**config.mk**
```make
export PLATFORM = sky130hd
export DESIGN_NAME = phy_tx_multilane
export DESIGN_NICKNAME = d
export VERILOG_FILES = /design/src/rtl/phy_tx_pkg.sv /design/src/rtl/phy_tx_lane.sv /design/src/rtl/phy_tx_multilane.sv
export SDC_FILE = /design/constraint.sdc
export NUM_CORES = 1
export LEC_CHECK = 0
export CAP_MARGIN = 20
export CORE_ASPECT_RATIO = 1.4
export CORE_MARGIN = 8
export CORE_UTILIZATION = 59
export DETAILED_ROUTE_END_ITERATION = 12
export PLACE_DENSITY = 0.8
export SYNTH_ARGS = -nofsm -noshare
export SYNTH_HDL_FRONTEND = slang
export SYNTH_SLANG_ARGS = --single-unit
```
**constraint.sdc**
```tcl
create_clock -name clk -period 4.6 [get_ports clk]
set_clock_uncertainty 0.1 [all_clocks]
set_input_delay 0.69 -clock clk [delete_from_list [all_inputs] [get_ports clk]]
set_output_delay 0.69 -clock clk [all_outputs]
set_load 0.01 [all_outputs]
```
**src/rtl/phy_tx_pkg.sv**
```systemverilog
`default_nettype none
// ============================================================================
// Module      : phy_tx_pkg
// Description : Shared constants and helper functions for the multi-lane
//               serial transmitter (idle symbol, counter width, idle frame).
// Revision    : 1.0 - initial release
// ============================================================================
package phy_tx_pkg;

  // COM / idle symbol sent on a lane that has nothing to transmit
  localparam logic [7:0] IDLE_SYM_DEFAULT = 8'hBC;

  // Widest parallel word supported by the transmitter
  localparam int c_max_data_w = 64;

  // Width of the shared frame counter that runs 0..data_w-1
  function automatic int cnt_width(input int data_w);
    return (data_w > 1) ? $clog2(data_w) : 1;
  endfunction

  // Width of the round-robin lane pointer that runs 0..lanes-1
  function automatic int rr_width(input int lanes);
    return (lanes > 1) ? $clog2(lanes) : 1;
  endfunction

  // Idle frame: the idle symbol replicated once per byte of the data word.
  // Returned at full width; callers keep the low data_w bits.
  function automatic logic [c_max_data_w-1:0] idle_frame(input logic [7:0] sym,
                                                         input int data_w);
    logic [c_max_data_w-1:0] frame;
    frame = '0;
    for (int i = 0; i < c_max_data_w / 8; i++) begin
      if (i < data_w / 8) begin
        frame[i*8 +: 8] = sym;
      end
    end
    return frame;
  endfunction

endpackage
`default_nettype wire

```
**src/rtl/phy_tx_lane.sv**
```systemverilog
`default_nettype none
// ============================================================================
// Module      : phy_tx_lane
// Description : One serial lane: a single-word holding buffer, a frame-wide
//               shift register, the data/idle frame flag and the registered
//               serial and valid outputs.
// Revision    : 1.0 - initial release
// ============================================================================
module phy_tx_lane
  import phy_tx_pkg::*;
#(
  parameter int         DATA_W   = 32,
  parameter logic [7:0] IDLE_SYM = IDLE_SYM_DEFAULT
) (
  input  logic              clk,
  input  logic              i_rst_n,
  input  logic              i_frame_end,
  input  logic              i_wr_en,
  input  logic [DATA_W-1:0] i_wr_data,
  output logic              o_buf_full,
  output logic              o_serial,
  output logic              o_valid
);

  localparam logic [c_max_data_w-1:0] c_idle_wide  = idle_frame(IDLE_SYM, DATA_W);
  localparam logic [DATA_W-1:0]       c_idle_frame = c_idle_wide[DATA_W-1:0];

  logic [DATA_W-1:0] r_buf;
  logic              r_buf_full;
  logic [DATA_W-1:0] r_shift;
  logic              r_data_flag;
  logic              r_serial;
  logic              r_valid;

  // Output stage: the MSB of the shift register together with its frame flag
  always_ff @(posedge clk or negedge i_rst_n) begin
    if (!i_rst_n) begin
      r_serial <= 1'b0;
      r_valid  <= 1'b0;
    end else begin
      r_serial <= r_shift[DATA_W-1];
      r_valid  <= r_data_flag;
    end
  end

  // Shift register: shift left each clock, reload with buffer or idle at frame end
  always_ff @(posedge clk or negedge i_rst_n) begin
    if (!i_rst_n) begin
      r_shift     <= c_idle_frame;
      r_data_flag <= 1'b0;
    end else if (i_frame_end) begin
      if (r_buf_full) begin
        r_shift     <= r_buf;
        r_data_flag <= 1'b1;
      end else begin
        r_shift     <= c_idle_frame;
        r_data_flag <= 1'b0;
      end
    end else begin
      r_shift <= {r_shift[DATA_W-2:0], 1'b0};
    end
  end

  // Holding buffer: a write at frame end keeps the buffer full while the old
  // word moves into the shift register, so nothing is lost or repeated
  always_ff @(posedge clk or negedge i_rst_n) begin
    if (!i_rst_n) begin
      r_buf      <= '0;
      r_buf_full <= 1'b0;
    end else if (i_wr_en) begin
      r_buf      <= i_wr_data;
      r_buf_full <= 1'b1;
    end else if (i_frame_end) begin
      r_buf_full <= 1'b0;
    end
  end

  assign o_buf_full = r_buf_full;
  assign o_serial   = r_serial;
  assign o_valid    = r_valid;

endmodule
`default_nettype wire

```
**src/rtl/phy_tx_multilane.sv**
```systemverilog
`default_nettype none
// ============================================================================
// Module      : phy_tx_multilane
// Description : Multi-lane serial transmitter. Parallel words are striped
//               round-robin over LANES lockstep lanes; each lane sends one
//               DATA_W-bit frame per DATA_W clocks, MSB first, and sends the
//               idle symbol when it has no data.
// Revision    : 1.0 - initial release
// ============================================================================
module phy_tx_multilane
  import phy_tx_pkg::*;
#(
  parameter int         DATA_W   = 32,
  parameter int         LANES    = 2,
  parameter logic [7:0] IDLE_SYM = IDLE_SYM_DEFAULT
) (
  input  logic              clk,
  input  logic              reset,
  input  logic [DATA_W-1:0] data_in,
  input  logic              validIn,
  output logic              ready_out,
  output logic [LANES-1:0]  out_tx_serial,
  output logic [LANES-1:0]  out_tx_valid
);

  localparam int                 c_cnt_w      = cnt_width(DATA_W);
  localparam int                 c_rr_w       = rr_width(LANES);
  localparam logic [c_cnt_w-1:0] c_frame_last = c_cnt_w'(DATA_W - 1);
  localparam logic [c_rr_w-1:0]  c_rr_last    = c_rr_w'(LANES - 1);

  logic [c_cnt_w-1:0] r_cnt;
  logic [c_rr_w-1:0]  r_rr;
  logic               w_frame_end;
  logic               w_target_full;
  logic               w_accept;
  logic [LANES-1:0]   w_lane_sel;
  logic [LANES-1:0]   w_buf_full;
  logic [LANES-1:0]   w_wr_en;

  // The targeted lane can take a word when its buffer is empty, or at frame
  // end when the buffered word is moving into the shift register anyway
  assign w_frame_end   = (r_cnt == c_frame_last);
  assign w_target_full = |(w_buf_full & w_lane_sel);
  assign ready_out     = !w_target_full || w_frame_end;
  assign w_accept      = validIn && ready_out;

  // Shared frame counter keeping all lanes in lockstep
  always_ff @(posedge clk or negedge reset) begin
    if (!reset) begin
      r_cnt <= '0;
    end else if (w_frame_end) begin
      r_cnt <= '0;
    end else begin
      r_cnt <= r_cnt + 1'b1;
    end
  end

  // Round-robin lane pointer, advanced only by accepted words
  always_ff @(posedge clk or negedge reset) begin
    if (!reset) begin
      r_rr <= '0;
    end else if (w_accept) begin
      r_rr <= (r_rr == c_rr_last) ? '0 : r_rr + 1'b1;
    end
  end

  generate
    for (genvar gi = 0; gi < LANES; gi++) begin : g_lane
      assign w_lane_sel[gi] = (r_rr == c_rr_w'(gi));
      assign w_wr_en[gi]    = w_accept && w_lane_sel[gi];

      phy_tx_lane #(
        .DATA_W   (DATA_W),
        .IDLE_SYM (IDLE_SYM)
      ) u_lane (
        .clk         (clk),
        .i_rst_n     (reset),
        .i_frame_end (w_frame_end),
        .i_wr_en     (w_wr_en[gi]),
        .i_wr_data   (data_in),
        .o_buf_full  (w_buf_full[gi]),
        .o_serial    (out_tx_serial[gi]),
        .o_valid     (out_tx_valid[gi])
      );
    end
  endgenerate

endmodule
`default_nettype wire
```
==> flow_metrics.env, run 1 <==
export IMPL_pwr_share_clk_pct=40.7
export IMPL_fin_nets=400
export IMPL_seq_area_frac_synth_pct=68.8
export IMPL_cts_hold_buf=0
export IMPL_grt_max_degree=110
export IMPL_portBuffers=39
export IMPL_syn_area_per_cell_um2=16.2
export IMPL_p_sw_uw=690
export IMPL_crit_path_cell_trace="ha_1 -> and3_1 -> ha_2 -> inv_4 -> nand2_1 -> clkdlybuf4s50_1"
export IMPL_fmax_ghz=0.314
export IMPL_start_kind="flop"
export IMPL_p_per_area_nw_per_um2=504
export IMPL_layout_commonest_cell="dfrtp_1"
export IMPL_fin_crit_ns=3.18
export IMPL_numCtsBuffers=17
export IMPL_synthCells=324
export IMPL_cp_arrival_ns=2.39
export IMPL_end_kind="output port"
export IMPL_ir_drop_mv=0.311
export IMPL_cts_max_level=4
export IMPL_route_detailed_drc=0
export IMPL_drive_gt1_share_pct=35.4
export IMPL_seqPwrFrac_pct=50.1
export IMPL_hold_viol_final=0
export IMPL_crit_required_ns=3.81
export IMPL_die_x_um=95.6
export IMPL_ys_top_cells_by_area="dfrtp_1 (49%), dfstp_2 (20%), mux2_2 (12%)"
export IMPL_vias_per_cell=5.83
export IMPL_filler_cell_count=535
export IMPL_ios=40
export IMPL_grt_pass1_vias=3115
export IMPL_cp_buffers_inverters=2
export IMPL_swShare_pct=22.1
export IMPL_syn_to_final_growth_pct=18.6
export IMPL_crit_slowest_cell="clkdlybuf4s50_1"
export IMPL_clock_path_buffers=2
export IMPL_yosysWarnings=0
export IMPL_relSlewSlack_pct=32.1
export IMPL_worstMarginPinSlew_ns=1.01
export IMPL_outcome="finished, final reports clean"
export IMPL_synth_area_um2=5240
export IMPL_syn_nets=361
export IMPL_finalMaxSlewViolations=0
export IMPL_overflow=0
export IMPL_cp_top_family="buffers and inverters"
export IMPL_num_vias=2802
export IMPL_worst_path_max_fanout=28
export IMPL_pre_cts_ws_ns=1.71
export IMPL_p_int_uw=2440
export IMPL_synth_seq_cells=142
export IMPL_drt_total_wl_mm=9.78
export IMPL_core_um2=8610
export IMPL_min_path_type="input pin to async pin"
export IMPL_cts_root_buffer="clkbuf_16"
export IMPL_ys_types=26
export IMPL_setup_violations=0
export IMPL_multiInputGateArea_um2=1460
export IMPL_grt_pass1_wl_mm=16.0
export IMPL_start_util_pct=60.8
export IMPL_pwr_share_comb_pct=9.2
export IMPL_post_cts_buffers=0
export IMPL_dpl_hpwl_mm=5.52
export IMPL_postLayoutCoreUtil_pct=72.2
export IMPL_fin_ws_ns=1.42
export IMPL_crit_type="flop to output port"
export IMPL_layout_common_cells="dfrtp_1 (102), mux2_2 (55), dfstp_2 (40)"
export IMPL_place_congestion=0.747
export IMPL_yosys_area_top_type="dfrtp_1"
export IMPL_p_leak_uw=0.00269
export IMPL_wl_per_cell_um=20.3
export IMPL_fin_tns_setup_ns=0
export IMPL_rsz0062_at_grt="no"
export IMPL_final_cells=481
export IMPL_detail_route_antenna_nets=0
export IMPL_fin_crit_sh_pct=69.1
export IMPL_antenna_found_initial=0
export IMPL_dieArea_um2=12200
export IMPL_synth_top_area_share_pct=48.7
export IMPL_clock_latency_ns=0.41
export IMPL_cts_clk_slew_worst_paths_ns=0.05
export IMPL_dr_pass1_iters=5
export IMPL_grt_use_total_pct=17.5
export IMPL_regArea_um2=3600
export IMPL_placedCellCount=448
export IMPL_critPathMaxStageDelay_ns=0.51
export IMPL_drt_initial_drc_count=177
export IMPL_cts_tree="built"
export IMPL_cts_num_sinks=142
export IMPL_cts_repair_resized=0
export IMPL_fin_hold_ws_ns=0.278
export IMPL_row_count=40
export IMPL_diodes=0
export IMPL_cap_viol_max_count=0
export IMPL_die_y_um=127
per-stage QoR:
stage	total power, uW	cell area [um^2]
floorplan	1750	5240
global placement	1840	5620
detailed placement	1870	5640
CTS	3150	6190
global route	3250	6210
finish	3130	6210
cell families after synthesis:
| kind of cell | share of synthesized area, % |
|---|---|
| DFF | 68.8 |
| AOI/OAI and AO/OA | 11.6 |
| muxes | 13.8 |
| buffers and inverters | 3.32 |
| and+or+nand+nor | 1.72 |
| xor gates and xnor gates | 0.335 |
| adders and majority gates | 0.478 |
routing by layer:
layer  GRT usage [%]  share of wire, %  wire length, um
met5               0                 0                0
met4            8.17               1.9              185
met3            4.81               3.9              383
met2            27.8                52             5110
met1            21.4                42             4100
cell type report:
cell class | instances | area share [%]
Sequential cell | 142 | 58.0
Multi-Input combinational cell | 156 | 23.5
Clock buffer | 25 | 7.98
Timing Repair Buffer | 43 | 7.19
Tap cell | 105 | 2.11
Clock inverter | 7 | 0.967
Inverter | 3 | 0.222
power groups by stage:
| stage | sequential (uW) | combinational [uW] | clock [uW] |
|---|---|---|---|
| floorplan | 1550 | 197 | 0 |
| global placement | 1570 | 271 | 0 |
| detailed placement | 1580 | 287 | 0 |
| CTS | 1570 | 292 | 1290 |
| global route | 1590 | 313 | 1350 |
| finish | 1570 | 287 | 1270 |
registers in the layout (all words and copies together), names as in the netlist:
| register | count |
|---|---|
| g_lane.u_lane.o_buf_full | 2 |
| g_lane.u_lane.r_buf | 64 |
| g_lane.u_lane.o_valid | 2 |
| r_rr | 1 |
| g_lane.u_lane.r_data_flag | 2 |
| g_lane.u_lane.r_shift | 64 |
| r_cnt | 5 |
| g_lane.u_lane.o_serial | 2 |
synth_stat cells:
| cell type | instances |
|---|---|
| buf_6 | 6 |
| and3_1 | 3 |
| dfrtp_1 | 102 |
| clkbuf_1 | 4 |
| o21ai_0 | 2 |
| nand3_1 | 1 |
| dfstp_2 | 40 |
| nand2_2 | 1 |
| xor2_1 | 1 |
| nand2_1 | 6 |
| mux2_2 | 55 |
| inv_4 | 1 |
| a22o_1 | 22 |
| nand2b_1 | 2 |
| mux2_1 | 9 |
| a31oi_1 | 1 |
| and2_1 | 1 |
| ha_1 | 2 |
| o22a_1 | 39 |
| inv_1 | 2 |
| a21o_1 | 3 |
| nor2_1 | 5 |
| a21oi_4 | 2 |
| xnor2_1 | 1 |
| buf_2 | 8 |
| buf_4 | 5 |
final timing paths:
check | startpoint | endpoint | slack, ns | cells past startpoint
worst max-delay path | r_cnt[0] | ready_out | 1.42 | 6
worst min-delay path | reset | g_lane[0].u_lane.r_buf[29] | 0.28 | 1
worst max register to register | r_cnt[0] | g_lane[0].u_lane.r_shift[5] | 1.82 | 6
worst min register to register | g_lane[1].u_lane.r_data_flag | g_lane[1].u_lane.o_valid | 0.28 | 0
max in group asynchronous | reset | g_lane[1].u_lane.r_shift[18] | 3.06 | 2
min in group clk | g_lane[1].u_lane.r_data_flag | g_lane[1].u_lane.o_valid | 0.28 | 0
Power figures use the tool's default switching activity.
==> run 2: changes to the inputs <==
CORE_UTILIZATION = 57   (was 59)
PLACE_DENSITY = 0.78   (was 0.8)
clock period = 3 ns   (was 4.6 ns; I/O delays follow)
==> run 2 against run 1 <==
Net effect: sequential power rose by 54%; register-to-register slack got worse by 1.4 ns; core utilization fell by 1.3 points; hold slack improved by 0.0031 ns; combinational power is 55% higher; critical path depth did not move; setup slack got worse by 1.3 ns; count of clock-buffer cells in the layout shrank 5; highest routed layer unchanged.
==> flow_metrics.env, run 2 (synthesis gave the netlist of run 1 again) <==
export IMPL_ir_drop_mv=0.568
export IMPL_grt_pass1_vias=3262
export IMPL_fin_crit_ns=2.84
export IMPL_cp_arrival_ns=2.29
export IMPL_row_count=41
export IMPL_hold_viol_final=0
export IMPL_p_leak_uw=0.00276
export IMPL_rsz0062_at_grt="no"
export IMPL_dpl_hpwl_mm=5.77
export IMPL_drive_gt1_share_pct=36.2
export IMPL_vias_per_cell=5.87
export IMPL_diodes=0
export IMPL_ios=40
export IMPL_cap_viol_max_count=0
export IMPL_dr_pass1_iters=4
export IMPL_portBuffers=39
export IMPL_fin_area_um2=6360
export IMPL_clock_path_buffers=2
export IMPL_start_kind="flop"
export IMPL_fmax_ghz=0.352
export IMPL_fin_ws_ns=0.162
export IMPL_worstMarginPinSlew_ns=1.15
export IMPL_drt_initial_drc_count=140
export IMPL_filler_cell_count=583
export IMPL_core_um2=8980
export IMPL_r2r_start="r_cnt[0]"
export IMPL_hp_start="g_lane[1].u_lane.r_data_flag"
export IMPL_relSlewSlack_pct=23.3
export IMPL_die_y_um=129
export IMPL_drt_total_wl_mm=10.0
export IMPL_grt_max_degree=75
export IMPL_detail_route_antenna_nets=0
export IMPL_dieArea_um2=12600
export IMPL_cts_tree="built"
export IMPL_place_congestion=0.754
export IMPL_crit_required_ns=2.45
export IMPL_grt_use_total_pct=17.2
export IMPL_fin_crit_sh_pct=94.6
export IMPL_fin_tns_setup_ns=0
export IMPL_p_per_area_nw_per_um2=814
export IMPL_reg_top3="g_lane.u_lane.r_buf: 64 flops, g_lane.u_lane.r_shift: 64 flops, r_cnt: 5 flops"
export IMPL_num_vias=2866
export IMPL_pre_cts_ws_ns=0.536
export IMPL_worst_path_max_fanout=28
export IMPL_postLayoutCoreUtil_pct=70.9
export IMPL_clock_latency_ns=0.41
export IMPL_numCtsBuffers=17
export IMPL_post_cts_buffers=0
export IMPL_layout_common_cells="dfrtp_1 (102), mux2_2 (55), dfstp_2 (40)"
export IMPL_antenna_found_initial=0
export IMPL_route_detailed_drc=0
export IMPL_start_util_pct=58.3
export IMPL_total_power_uw=5180
export IMPL_setup_violations=0
export IMPL_grt_pass1_wl_mm=16.7
export IMPL_dpl_cell_area_um2=5690
export IMPL_overflow=0
export IMPL_crit_start="r_cnt[0]"
export IMPL_layout_commonest_cell="dfrtp_1"
export IMPL_finalMaxSlewViolations=0
export IMPL_end_kind="output port"
export IMPL_cts_max_level=4
export IMPL_die_x_um=97.0
export IMPL_syn_to_final_growth_pct=21.5
export IMPL_crit_type="flop to output port"
export IMPL_outcome="finished, final reports clean"
export IMPL_wl_per_cell_um=20.5
export IMPL_cts_clk_slew_worst_paths_ns=0.06
export IMPL_cts_root_buffer="clkbuf_16"
export IMPL_min_path_type="flop to flop"
export IMPL_fin_nets=405
export IMPL_cts_num_sinks=142
-- run 2: cell count changes in the layout (fill, tap and decap cells not counted), sizes merged --
cell and delta:
dlygate4sd3 +1, clkinv -2, bufinv +5, buf +4, clkinvlp +2, clkbuf -5
-- run 2: metal layers --
layer / track usage, % / vias up / wire length [um]
met5: 0 / - / 0
met4: 8.36 / 0 / 237
met3: 5.43 / 24 / 437
met2: 30.0 / 62 / 5320
met1: 18.7 / 1516 / 4030
li1: - / 1264 / -
-- run 2: final cells by class --
| cell class | count | area [um^2] | share of cell area (%) |
|---|---|---|---|
| Sequential cell | 142 | 3600 | 56.6 |
| Inverter | 3 | 16.3 | 0.256 |
| Clock buffer | 20 | 447 | 7.02 |
| Clock inverter | 12 | 215 | 3.38 |
| Timing Repair Buffer | 48 | 487 | 7.65 |
| Tap cell | 107 | 134 | 2.10 |
| Multi-Input combinational cell | 156 | 1460 | 22.9 |
-- run 2: worst paths after layout --
| path | end | slack [ns] | depth (start not counted) |
|---|---|---|---|
| max in group asynchronous | g_lane[0].u_lane.r_shift[12] | 1.47 | 3 |
| max | ready_out | 0.16 | 6 |
| min in group asynchronous | g_lane[0].u_lane.r_buf[3] | 0.52 | 2 |
| max reg2reg | g_lane[1].u_lane.r_shift[16] | 0.44 | 6 |
| min | g_lane[1].u_lane.o_valid | 0.28 | 0 |
| min reg2reg | g_lane[1].u_lane.o_valid | 0.28 | 0 |
-- run 2: per-stage QoR --
| stage | hold WS (ns) | instances |
|---|---|---|
| final | 0.281 | 488 |
| after global routing | 0.297 | 488 |
| after CTS | 0.279 | 488 |
| after detailed placement | 0.266 | 455 |
| after global placement | 0.262 | 455 |
| after floorplan | 0.0544 | 324 |
-- run 2: worst max-delay path, stage by stage (launching register included) --
cell and delay, ns:
dfrtp_1 0.40, ha_1 0.23, and3_1 0.19, ha_1 0.23
inv_6 0.23, nand2_1 0.09, clkdlybuf4s50_1 0.49
-- run 2: where the power goes --
part / switching (uW) / total, uW / internal, uW / leakage, uW
clock: 755 / 2330 / 1570 / 0.000320
sequential: 172 / 2410 / 2230 / 0.00168
combinational: 154 / 444 / 290 / 0.000756
-- run 2: what timing repair did --
item,in CTS,in global routing
setup endpoints to repair,0,1
gates resized for setup,0,1
hold buffers,1,0
hold endpoints to repair,53,0
